===== config.mk =====
export PLATFORM = sky130hd
export DESIGN_NAME = ex_div_seq_flat
export DESIGN_NICKNAME = d
export VERILOG_FILES = /design/src/rtl/ex_div_seq_pkg.sv /design/src/rtl/ex_div_seq_if.sv /design/src/rtl/ex_div_seq_div_step.sv /design/src/rtl/ex_div_seq.sv /design/src/flat_wrapper.sv
export SDC_FILE = /design/constraint.sdc
export NUM_CORES = 1
export LEC_CHECK = 0
export CORE_MARGIN = 2
export CORE_UTILIZATION = 59
export DETAILED_ROUTE_END_ITERATION = 8
export PLACE_DENSITY_LB_ADDON = 0.15
export SYNTH_ARGS = -nofsm -noshare
export SYNTH_HDL_FRONTEND = slang
export SYNTH_SLANG_ARGS = --single-unit

===== constraint.sdc =====
create_clock -name clk -period 5.7 [get_ports clk]
set_clock_uncertainty 0.2 [all_clocks]
set_input_delay 0.855 -clock clk [delete_from_list [all_inputs] [get_ports clk]]
set_output_delay 0.855 -clock clk [all_outputs]
set_load 0.01 [all_outputs]

===== src/rtl/ex_div_seq_pkg.sv =====
// ex_div_seq_pkg: shared op/state encodings and result constants for the EX-stage divider
package ex_div_seq_pkg;
  localparam int XLEN = 32;
  typedef enum logic [1:0] {OP_DIV = 2'b00, OP_DIVU = 2'b01, OP_REM = 2'b10, OP_REMU = 2'b11} div_op_e;
  typedef enum logic [1:0] {IDLE = 2'd0, BUSY = 2'd1, DONE = 2'd2} state_e;
  localparam logic [XLEN-1:0] DIV_ZERO_QUO = 32'hFFFF_FFFF;
  localparam logic [XLEN-1:0] SIGNED_MIN = 32'h8000_0000;
endpackage


===== src/rtl/ex_div_seq_if.sv =====
// ex_div_seq_if: pipeline <-> divider bundle; master = EX pipeline, slave = divider
// start/op/operands/flush flow to the divider; busy/valid/data flow back.
interface ex_div_seq_if #(parameter int DATA_WIDTH = 32);
  logic IDEX_DivStart;
  logic [1:0] IDEX_DivOp;
  logic [DATA_WIDTH-1:0] forward_rs1;
  logic [DATA_WIDTH-1:0] forward_rs2;
  logic EX_Flush;
  logic EX_DivBusy;
  logic EX_DivValid;
  logic [DATA_WIDTH-1:0] EX_DivData;
  modport master (output IDEX_DivStart, IDEX_DivOp, forward_rs1, forward_rs2, EX_Flush,
                  input EX_DivBusy, EX_DivValid, EX_DivData);
  modport slave (input IDEX_DivStart, IDEX_DivOp, forward_rs1, forward_rs2, EX_Flush,
                 output EX_DivBusy, EX_DivValid, EX_DivData);
endinterface


===== src/rtl/ex_div_seq_div_step.sv =====
// div_step: one combinational restoring-divide step on {rem,quo}
// rem_i/quo_i/dvs_i: current partial remainder, quotient/dividend shifter, divisor
// rem_o/quo_o: values after shifting one dividend bit in and trying the subtract
module div_step #(parameter int DATA_WIDTH = 32) (
  input  logic [DATA_WIDTH-1:0] rem_i,
  input  logic [DATA_WIDTH-1:0] quo_i,
  input  logic [DATA_WIDTH-1:0] dvs_i,
  output logic [DATA_WIDTH-1:0] rem_o,
  output logic [DATA_WIDTH-1:0] quo_o
);
  logic [DATA_WIDTH:0] shr, dif;
  logic ge;
  always_comb begin
    shr = {rem_i, quo_i[DATA_WIDTH-1]};
    dif = shr - {1'b0, dvs_i};
    ge = shr >= {1'b0, dvs_i};
    rem_o = ge ? dif[DATA_WIDTH-1:0] : shr[DATA_WIDTH-1:0];
    quo_o = {quo_i[DATA_WIDTH-2:0], ge};
  end
endmodule


===== src/rtl/ex_div_seq.sv =====
// ex_div_seq: multi-cycle RV32M DIV/DIVU/REM/REMU sequencer beside the EX ALU
// clk, rst_n (async active-low); bus (slave): start/op/rs1/rs2/flush in, busy/valid/data out.
// DIV_EARLY_OUT_EN: skip the dividend's leading zeros, latency becomes (significant bits + 1).
module ex_div_seq
  import ex_div_seq_pkg::*;
#(
  parameter int DATA_WIDTH = 32,
  parameter int CNT_WIDTH = 6
) (
  input logic clk,
  input logic rst_n,
  ex_div_seq_if.slave bus
);
  localparam int W = DATA_WIDTH;
  state_e state_q;
  logic [CNT_WIDTH-1:0] cnt_q, z;
  logic rem_op_q, qneg_q, rneg_q;
  logic [W-1:0] rem_q, quo_q, dvs_q, data_q;
  logic accept, sgn, s1, s2, div0, ovf, zero_skip, skip;
  logic [W-1:0] rs1, rs2, a1, a2, spec_res, rem_n, quo_n, quo_init;
  div_step #(.DATA_WIDTH(W)) u_step (.rem_i(rem_q), .quo_i(quo_q), .dvs_i(dvs_q), .rem_o(rem_n), .quo_o(quo_n));
  always_comb begin
    rs1 = bus.forward_rs1;
    rs2 = bus.forward_rs2;
    accept = state_q == IDLE && bus.IDEX_DivStart && !bus.EX_Flush;
    sgn = !bus.IDEX_DivOp[0];
    s1 = sgn & rs1[W-1];
    s2 = sgn & rs2[W-1];
    a1 = s1 ? -rs1 : rs1;
    a2 = s2 ? -rs2 : rs2;
    div0 = rs2 == '0;
    ovf = sgn && rs1 == SIGNED_MIN && rs2 == DIV_ZERO_QUO;
    skip = div0 | ovf | zero_skip;
    spec_res = div0 ? (bus.IDEX_DivOp[1] ? rs1 : DIV_ZERO_QUO) :
               (ovf && !bus.IDEX_DivOp[1]) ? SIGNED_MIN : '0;
    bus.EX_DivBusy = state_q == BUSY || accept;
    bus.EX_DivValid = state_q == DONE && !bus.EX_Flush;
    bus.EX_DivData = data_q;
  end
`ifdef DIV_EARLY_OUT_EN
  always_comb begin
    z = CNT_WIDTH'(W);
    for (int i = 0; i < W; i++) if (a1[i]) z = CNT_WIDTH'(W - 1 - i);
    quo_init = a1 << z;
    zero_skip = a1 == '0;
  end
`else
  always_comb begin
    z = '0;
    quo_init = a1;
    zero_skip = 1'b0;
  end
`endif
  always_ff @(posedge clk or negedge rst_n) begin
    if (!rst_n) begin
      state_q <= IDLE;
      cnt_q <= '0;
      rem_op_q <= 1'b0;
      qneg_q <= 1'b0;
      rneg_q <= 1'b0;
      rem_q <= '0;
      quo_q <= '0;
      dvs_q <= '0;
      data_q <= '0;
    end else if (bus.EX_Flush && state_q != IDLE) begin
      state_q <= IDLE;
      cnt_q <= '0;
    end else if (accept) begin
      rem_op_q <= bus.IDEX_DivOp[1];
      qneg_q <= s1 ^ s2;
      rneg_q <= s1;
      rem_q <= '0;
      quo_q <= quo_init;
      dvs_q <= a2;
      if (skip) begin
        state_q <= DONE;
        cnt_q <= '0;
        data_q <= spec_res;
      end else begin
        state_q <= BUSY;
        cnt_q <= CNT_WIDTH'(W) - z;
      end
    end else if (state_q == BUSY) begin
      rem_q <= rem_n;
      quo_q <= quo_n;
      cnt_q <= cnt_q - 1'b1;
      if (cnt_q == CNT_WIDTH'(1)) begin
        state_q <= DONE;
        data_q <= rem_op_q ? (rneg_q ? -rem_n : rem_n) : (qneg_q ? -quo_n : quo_n);
      end
    end else if (state_q == DONE) begin
      state_q <= IDLE;
    end
  end
endmodule


===== src/flat_wrapper.sv =====
// flat-port wrapper written by rule: the top's interface ports become plain ports
module ex_div_seq_flat import ex_div_seq_pkg::*;
#(
  parameter int DATA_WIDTH = 32,
  parameter int CNT_WIDTH = 6
)
  (clk, rst_n, bus_IDEX_DivStart, bus_IDEX_DivOp, bus_forward_rs1, bus_forward_rs2, bus_EX_Flush, bus_EX_DivBusy, bus_EX_DivValid, bus_EX_DivData);
  ex_div_seq_if #(.DATA_WIDTH(DATA_WIDTH)) bus_i ();
  input logic clk;
  input logic rst_n;
  input wire logic [$bits(bus_i.IDEX_DivStart)-1:0] bus_IDEX_DivStart;
  input wire logic [$bits(bus_i.IDEX_DivOp)-1:0] bus_IDEX_DivOp;
  input wire logic [$bits(bus_i.forward_rs1)-1:0] bus_forward_rs1;
  input wire logic [$bits(bus_i.forward_rs2)-1:0] bus_forward_rs2;
  input wire logic [$bits(bus_i.EX_Flush)-1:0] bus_EX_Flush;
  output wire logic [$bits(bus_i.EX_DivBusy)-1:0] bus_EX_DivBusy;
  output wire logic [$bits(bus_i.EX_DivValid)-1:0] bus_EX_DivValid;
  output wire logic [$bits(bus_i.EX_DivData)-1:0] bus_EX_DivData;
  assign bus_i.IDEX_DivStart = bus_IDEX_DivStart;
  assign bus_i.IDEX_DivOp = bus_IDEX_DivOp;
  assign bus_i.forward_rs1 = bus_forward_rs1;
  assign bus_i.forward_rs2 = bus_forward_rs2;
  assign bus_i.EX_Flush = bus_EX_Flush;
  assign bus_EX_DivBusy = bus_i.EX_DivBusy;
  assign bus_EX_DivValid = bus_i.EX_DivValid;
  assign bus_EX_DivData = bus_i.EX_DivData;
  ex_div_seq #(.DATA_WIDTH(DATA_WIDTH), .CNT_WIDTH(CNT_WIDTH)) u_core (.clk(clk), .rst_n(rst_n), .bus(bus_i));
endmodule

==> impl_metrics.tcl, run 1 <==
set metrics [dict create \
    status "completed" \
    ant_nets 0 \
    diodes 0 \
    clk_latency_ps 440 \
    crit_path_start "u_core.rem_q[3]" \
    num_vias 12500 \
    period_needed_ps 5250 \
    place_area_um2 13000 \
    io_pins 104 \
    first_iter_violations 1340 \
    slew_headroom_pct 34.0 \
    p_leak_uw 0.00545 \
    via_per_inst 6.64 \
    synthArstFlopShare_pct 100 \
    required_ps 5840 \
    peakVddDrop_mv 0.324 \
    crit_path_end_kind "register" \
    grt_max_degree 94 \
    critPathBufInv 1 \
    die_area_um2 21300 \
    areaGrowthSynthToFinish_pct 14.3 \
    ys_ff_latch 139 \
    drv_cap 0 \
    nFillCells 1682 \
    grt_pass1_wl_um 62300 \
    dr.pass1.iters 5 \
    multi_input_area_um2 7770 \
    ctsHtreeMaxLevel 4 \
    clk_pin_slew_ps 70 \
    crit_family "simple AND/OR/NAND/NOR gates" \
    max_freq_ghz 0.191 \
    cts_setup_buffers 0 \
    seq_area_um2 3480 \
    drc 0 \
    seq_area_frac_synth_pct 29.3 \
    nNetsFinal 1724 \
    ctsHoldBuffers 0 \
    wl_um 38800 \
    cts_made_buffers 17 \
    final_area_um2 13600 \
    gp_congestion 1.02 \
    powerDensity_nw_per_um2 433 \
    finalSetupTns_ps 0 \
    dp_hpwl_um 28300 \
    r2r_slack_ps 450 \
    slowest_delay_ps 500 \
    synth_cells 1566 \
    die_h_um 146 \
    cp.depth 16 \
    initial_core_util_pct 60.6 \
    setup_viol 0 \
    post_drt_wl_per_cell_um 20.5 \
    core_area_um2 19600 \
    crit_slowest_cell "nor4_1" \
    report.final.slew_viol_count 0 \
    crit_chain "ha_1 -> nand2_1 -> a211o_1 -> a211oi_2 -> o311ai_4 -> nand2_2 -> inv_1 -> mux2i_1 -> ha_1 -> o2111ai_1 -> nor4_1 -> nor2_1 -> nor3_2 -> nand4_1 -> mux2_2 -> o31ai_1" \
    syn_nets 1676 \
    hold_depth 2 \
    postSynthAreaPerCell_um2 7.58 \
    post_route_cells_drive_above_1_share_pct 4.98 \
    rsz0062_at_grt "false" \
    startpoint_type "register" \
    worstPathMaxFanout 10 \
    cts_tree "yes" \
    overflow 0 \
    worst_path_most_repeated_cell "ha_1" \
    min_from "u_core.dvs_q[5]" \
    p_total_uw 5880 \
    mostFrequentLayoutCells "216 x nand2_1, 171 x o21ai_0, 142 x nor2_1, 138 x dfrtp_1, 102 x clkdlybuf4s50_1" \
    timing_hold_violations_final 0 \
    hp-class "reg -> reg" \
    layout_setup_ws_ps 454 \
    holdWs_ps 282 \
    portBuffers 103 \
    synth_flop_cell "dfrtp_1" \
    grt_pass1_vias 11700 \
    post-place-ws_ps 594 \
    synthDistinctLibCells 85 \
    post-route-period-util_pct 92.0 \
    reg2reg_from "u_core.rem_q[3]" \
    root_buffer "clkbuf_16" \
    grt_usage_pct 36.3 \
    postCtsResizedCells 0 \
    antenna_found_initial 1 \
    cts_buffer_depth 2 \
    yosys_warnings 0 \
    rr_worst_depth 16 \
    synth_edf_count 0 \
    syn_area_um2 11900 \
    layout_commonest_cell "nand2_1" \
    die_width_um 146 \
    timing_worst_setup_path_type "reg -> reg" \
    worstMarginPinSlew_ps 991 \
    crit_arrival_ps 5390 \
    cts_num_sinks 139 \
    rows 51 \
]
[area by class of cell]
type / instances / share of cell area (%)
clock buffers: 18 / 3.16
well taps: 265 / 2.44
multi-input cells: 1268 / 57.3
flip-flops and latches: 139 / 25.6
repair buffers: 120 / 8.55
clock inverters: 13 / 1.07
inverters: 68 / 1.88
[registers in the layout (all words and copies together), names as in the netlist]
| name | flops |
|---|---|
| u_core.dvs_q | 32 |
| u_core.qneg_q | 1 |
| u_core.cnt_q | 6 |
| u_core.state_q | 2 |
| u_core.rneg_q | 1 |
| u_core.quo_q | 32 |
| u_core.rem_op_q | 1 |
| u_core.rem_q | 32 |
| u_core.bus.EX_DivData | 32 |
[tightest hold or removal path, stage by stage, from the launching register on]
cell and delay (ps):
dfrtp_1 340, nand2_1 50, o21ai_0 60
[per-stage QoR]
| stage | instances | utilization (%) |
|---|---|---|
| after floorplan | 1566 | - |
| after global placement | 1860 | 66.3 |
| after detailed placement | 1860 | 66.3 |
| after CTS | 1891 | 69.3 |
| after global routing | 1891 | 69.3 |
| final | 1891 | 69.3 |
[where the power goes]
part           leakage (uW)  switching, uW  internal, uW
logic               0.00340           1910          1280
clock network      0.000273            483           646
registers           0.00177            304          1260
total               0.00545           2690          3180
[worst paths after layout]
kind | end
max reg2reg | u_core.bus.EX_DivData[28]
min reg2reg | u_core.dvs_q[5]
max in group asynchronous | u_core.quo_q[11]
min in group asynchronous | u_core.dvs_q[24]
max | u_core.bus.EX_DivData[28]
min | u_core.dvs_q[5]
[cell usage after synthesis, drive strengths merged, types with 14 or more instances]
cell type | count | share of area [%]
a211oi | 15 | 0.99
a21oi | 103 | 4.5
a31oi | 46 | 2.4
buf | 24 | 1.1
clkbuf | 67 | 2.1
dfrtp | 139 | 29
ha | 39 | 4.1
inv | 67 | 2.1
nand2 | 217 | 6.9
nand2b | 22 | 1.2
nand3 | 28 | 1.2
nand4 | 27 | 1.4
nor2 | 145 | 4.6
nor3 | 36 | 1.6
nor4 | 20 | 1.1
o211ai | 24 | 1.5
o21ai | 175 | 7.4
o31ai | 34 | 2.2
or3 | 14 | 0.78
or4 | 14 | 0.89
xnor2 | 83 | 6.1
xor2 | 49 | 3.6
[routing by layer]
metal,track usage [%],part of all wire [%],vias to the layer above
met5,0,0.041,-
met4,14.5,4.0,2
met3,7.59,9.4,126
met2,57.5,45,712
met1,48.9,41,5991
li1,-,-,5718
[cells by family (layout without fill, tap and decap cells)]
| group | after synthesis | count (layout) | share of synthesized area [%] |
|---|---|---|---|
| xor+xnor | 132 | 132 | 9.74 |
| compound gates | 493 | 493 | 26.4 |
| flops | 139 | 139 | 29.3 |
| fa+ha+maj | 40 | 40 | 4.28 |
| buf+inv | 159 | 219 | 5.34 |
| simple gates | 584 | 584 | 23.3 |
| mux | 19 | 19 | 1.67 |
Note: power is estimated with default switching activity, not from simulation.
==> run 2: changes to the inputs <==
--- a/config.mk
+++ b/config.mk
@@ -9,4 +9,5 @@
 export CORE_UTILIZATION = 59
 export DETAILED_ROUTE_END_ITERATION = 8
+export DONT_BUFFER_PORTS = 1
 export PLACE_DENSITY_LB_ADDON = 0.15
 export SYNTH_ARGS = -nofsm -noshare
==> constraint.sdc (replaced) <==
create_clock -name clk -period 5.7 [get_ports clk]
set_clock_uncertainty 0.2 [all_clocks]
set_input_delay 0.855 -clock clk [delete_from_list [all_inputs] [get_ports clk]]
set_output_delay 0.855 -clock clk [all_outputs]
set_load 0.05 [all_outputs]
==> impl_metrics.tcl, run 2 (synthesis results as in run 1) <==
set metrics [dict create \
    critPathBufInv 1 \
    die_width_um 146 \
    cts_buffer_depth 2 \
    startpoint_type "register" \
    worstPathMaxFanout 17 \
    areaGrowthSynthToFinish_pct 5.78 \
    dp_cells 1753 \
    drc 0 \
    cts_setup_buffers 0 \
    powerDensity_nw_per_um2 471 \
    layout_commonest_cell "nand2_1" \
    status "completed" \
    seqPwrFrac_pct 32.7 \
    cts_made_buffers 17 \
    post_route_cells_drive_above_1_share_pct 5.33 \
    crit_path_end_kind "register" \
    wl_um 37900 \
    crit_arrival_ps 5430 \
    peakVddDrop_mv 0.246 \
    via_per_inst 6.61 \
    timing_hold_violations_final 0 \
    crit_family "simple AND/OR/NAND/NOR gates" \
    crit_chain "ha_1 -> nand4b_1 -> nor4_1 -> a32oi_1 -> and4_1 -> nand2_2 -> inv_1 -> mux2i_1 -> ha_1 -> nand3_1 -> nor4_1 -> nor2_1 -> nor3_2 -> nand4_1 -> mux2_2 -> o31ai_1" \
    layoutNonFillerInstCount 1786 \
    combPwrFrac_pct 48.1 \
    cts_num_sinks 139 \
    ctsHtreeMaxLevel 4 \
    portBuffers 0 \
    initial_core_util_pct 60.6 \
    gp_congestion 0.955 \
    overflow 0 \
    grt_pass1_wl_um 61000 \
    nFillCells 1784 \
    p_int_uw 2950 \
    die_h_um 146 \
    setup_viol 0 \
    period_needed_ps 5290 \
    antenna_found_initial 0 \
    grt_pass1_vias 11100 \
    max_freq_ghz 0.189 \
    utilization_pct 64.1 \
    swShare_pct 50.1 \
    post-route-period-util_pct 92.9 \
    holdWs_ps 150 \
    hp-class "in -> async" \
    clk_latency_ps 440 \
    nNetsFinal 1618 \
    dr.pass1.iters 6 \
    drv_cap 0 \
    finalSetupTns_ps 0 \
    pwr-share-clk_pct 19.3 \
    clk_pin_slew_ps 70 \
    post_drt_wl_per_cell_um 21.2 \
    grt_usage_pct 35.8 \
    grt_max_degree 140 \
    die_area_um2 21300 \
    crit_slowest_cell "nor4_1" \
    p_leak_uw 0.00506 \
    power_switching_uw 2960 \
    slew_headroom_pct 27.7 \
    cts_tree "yes" \
    worstMarginPinSlew_ps 1080 \
    timing_worst_setup_path_type "reg -> reg" \
    ant_nets 0 \
    diodes 0 \
    report.final.slew_viol_count 0 \
    num_vias 11800 \
    slowest_delay_ps 550 \
    required_ps 5840 \
    dp_hpwl_um 27600 \
    core_area_um2 19600 \
    io_pins 104 \
    root_buffer "clkbuf_16" \
    first_iter_violations 1181 \
    rows 51 \
    mostFrequentLayoutCells "216 x nand2_1, 170 x o21ai_0, 142 x nor2_1, 138 x dfrtp_1, 100 x a21oi_1" \
]
==> run 2: cell count changes in the layout (fill, tap and decap cells not counted), sizes merged <==
| cell | before | now |
|---|---|---|
| clkdlybuf4s50 | 102 | 0 |
| inv | 70 | 75 |
| buf | 18 | 14 |
| clkinvlp | 3 | 1 |
| bufinv | 2 | 1 |
| clkbuf | 18 | 17 |
==> run 2: routing by layer <==
metal / track usage (%) / part of all wire (%)
met2: 55.8 / 45
met3: 6.49 / 8.3
met1: 49.0 / 43
met5: 0 / 0
met4: 15.2 / 3.7
==> run 2: final cells by class <==
| cell class | instances | area [um^2] | area share (%) |
|---|---|---|---|
| multi-input cells | 1268 | 7790 | 62.0 |
| flip-flops and latches | 139 | 3480 | 27.7 |
| clock buffers | 17 | 425 | 3.39 |
| well taps | 265 | 332 | 2.64 |
| inverters | 68 | 255 | 2.03 |
| clock inverters | 15 | 155 | 1.24 |
| repair buffers | 14 | 125 | 0.996 |
==> run 2: final timing paths <==
path	start	to	slack [ps]	cells past startpoint
setup / recovery	u_core.rem_q[29]	u_core.bus.EX_DivData[28]	410	16
hold / removal	rst_n	u_core.dvs_q[26]	150	1
setup reg to reg	u_core.rem_q[29]	u_core.bus.EX_DivData[28]	410	16
hold reg to reg	u_core.dvs_q[18]	u_core.dvs_q[18]	280	2
max in group asynchronous	rst_n	u_core.quo_q[20]	4490	1
min in group clk	bus_EX_Flush	u_core.state_q[0]	270	1
==> run 2: power groups by stage <==
stage	logic, uW	clock network [uW]	registers (uW)
after floorplan	2210	0	1800
after global placement	2720	0	1930
after detailed placement	2750	0	1940
after CTS	2790	1130	1920
after global routing	3130	1180	1970
final	2840	1140	1930
==> run 2: through the flow <==
stage / instance area (um^2) / power, uW / setup slack, ps
finish: 12600 / 5910 / 406
floorplan: 11900 / 4010 / 742
global route: 12600 / 6280 / -71.6
CTS: 12600 / 5850 / 462
global placement: 11900 / 4650 / 586
detailed placement: 11900 / 4690 / 496
==> run 2: worst reg2reg max path, stage by stage (launching register included) <==
cell	delay (ps)
dfrtp_1	400
ha_1	400
nand4b_1	350
nor4_1	550
a32oi_1	180
and4_1	330
nand2_2	330
inv_1	150
mux2i_1	260
ha_1	280
nand3_1	120
nor4_1	430
nor2_1	120
nor3_2	410
nand4_1	160
mux2_2	300
o31ai_1	220
==> run 2: what timing repair did <==
action                                  4_1_cts  5_1_grt
hold endpoints to repair                    139        0
endpoints found under the setup margin        0        1
hold buffers                                  1        0
gates resized for setup                       0        1
==> run 3: changes to the inputs <==
Settings changed: CTS_BUF_LIST from default to sky130_fd_sc_hd__clkbuf_4 sky130_fd_sc_hd__clkbuf_8 sky130_fd_sc_hd__clkbuf_16.
==> results of run 3 <==
Same layout as run 2: the final DEF is identical, and so are final timing and power.
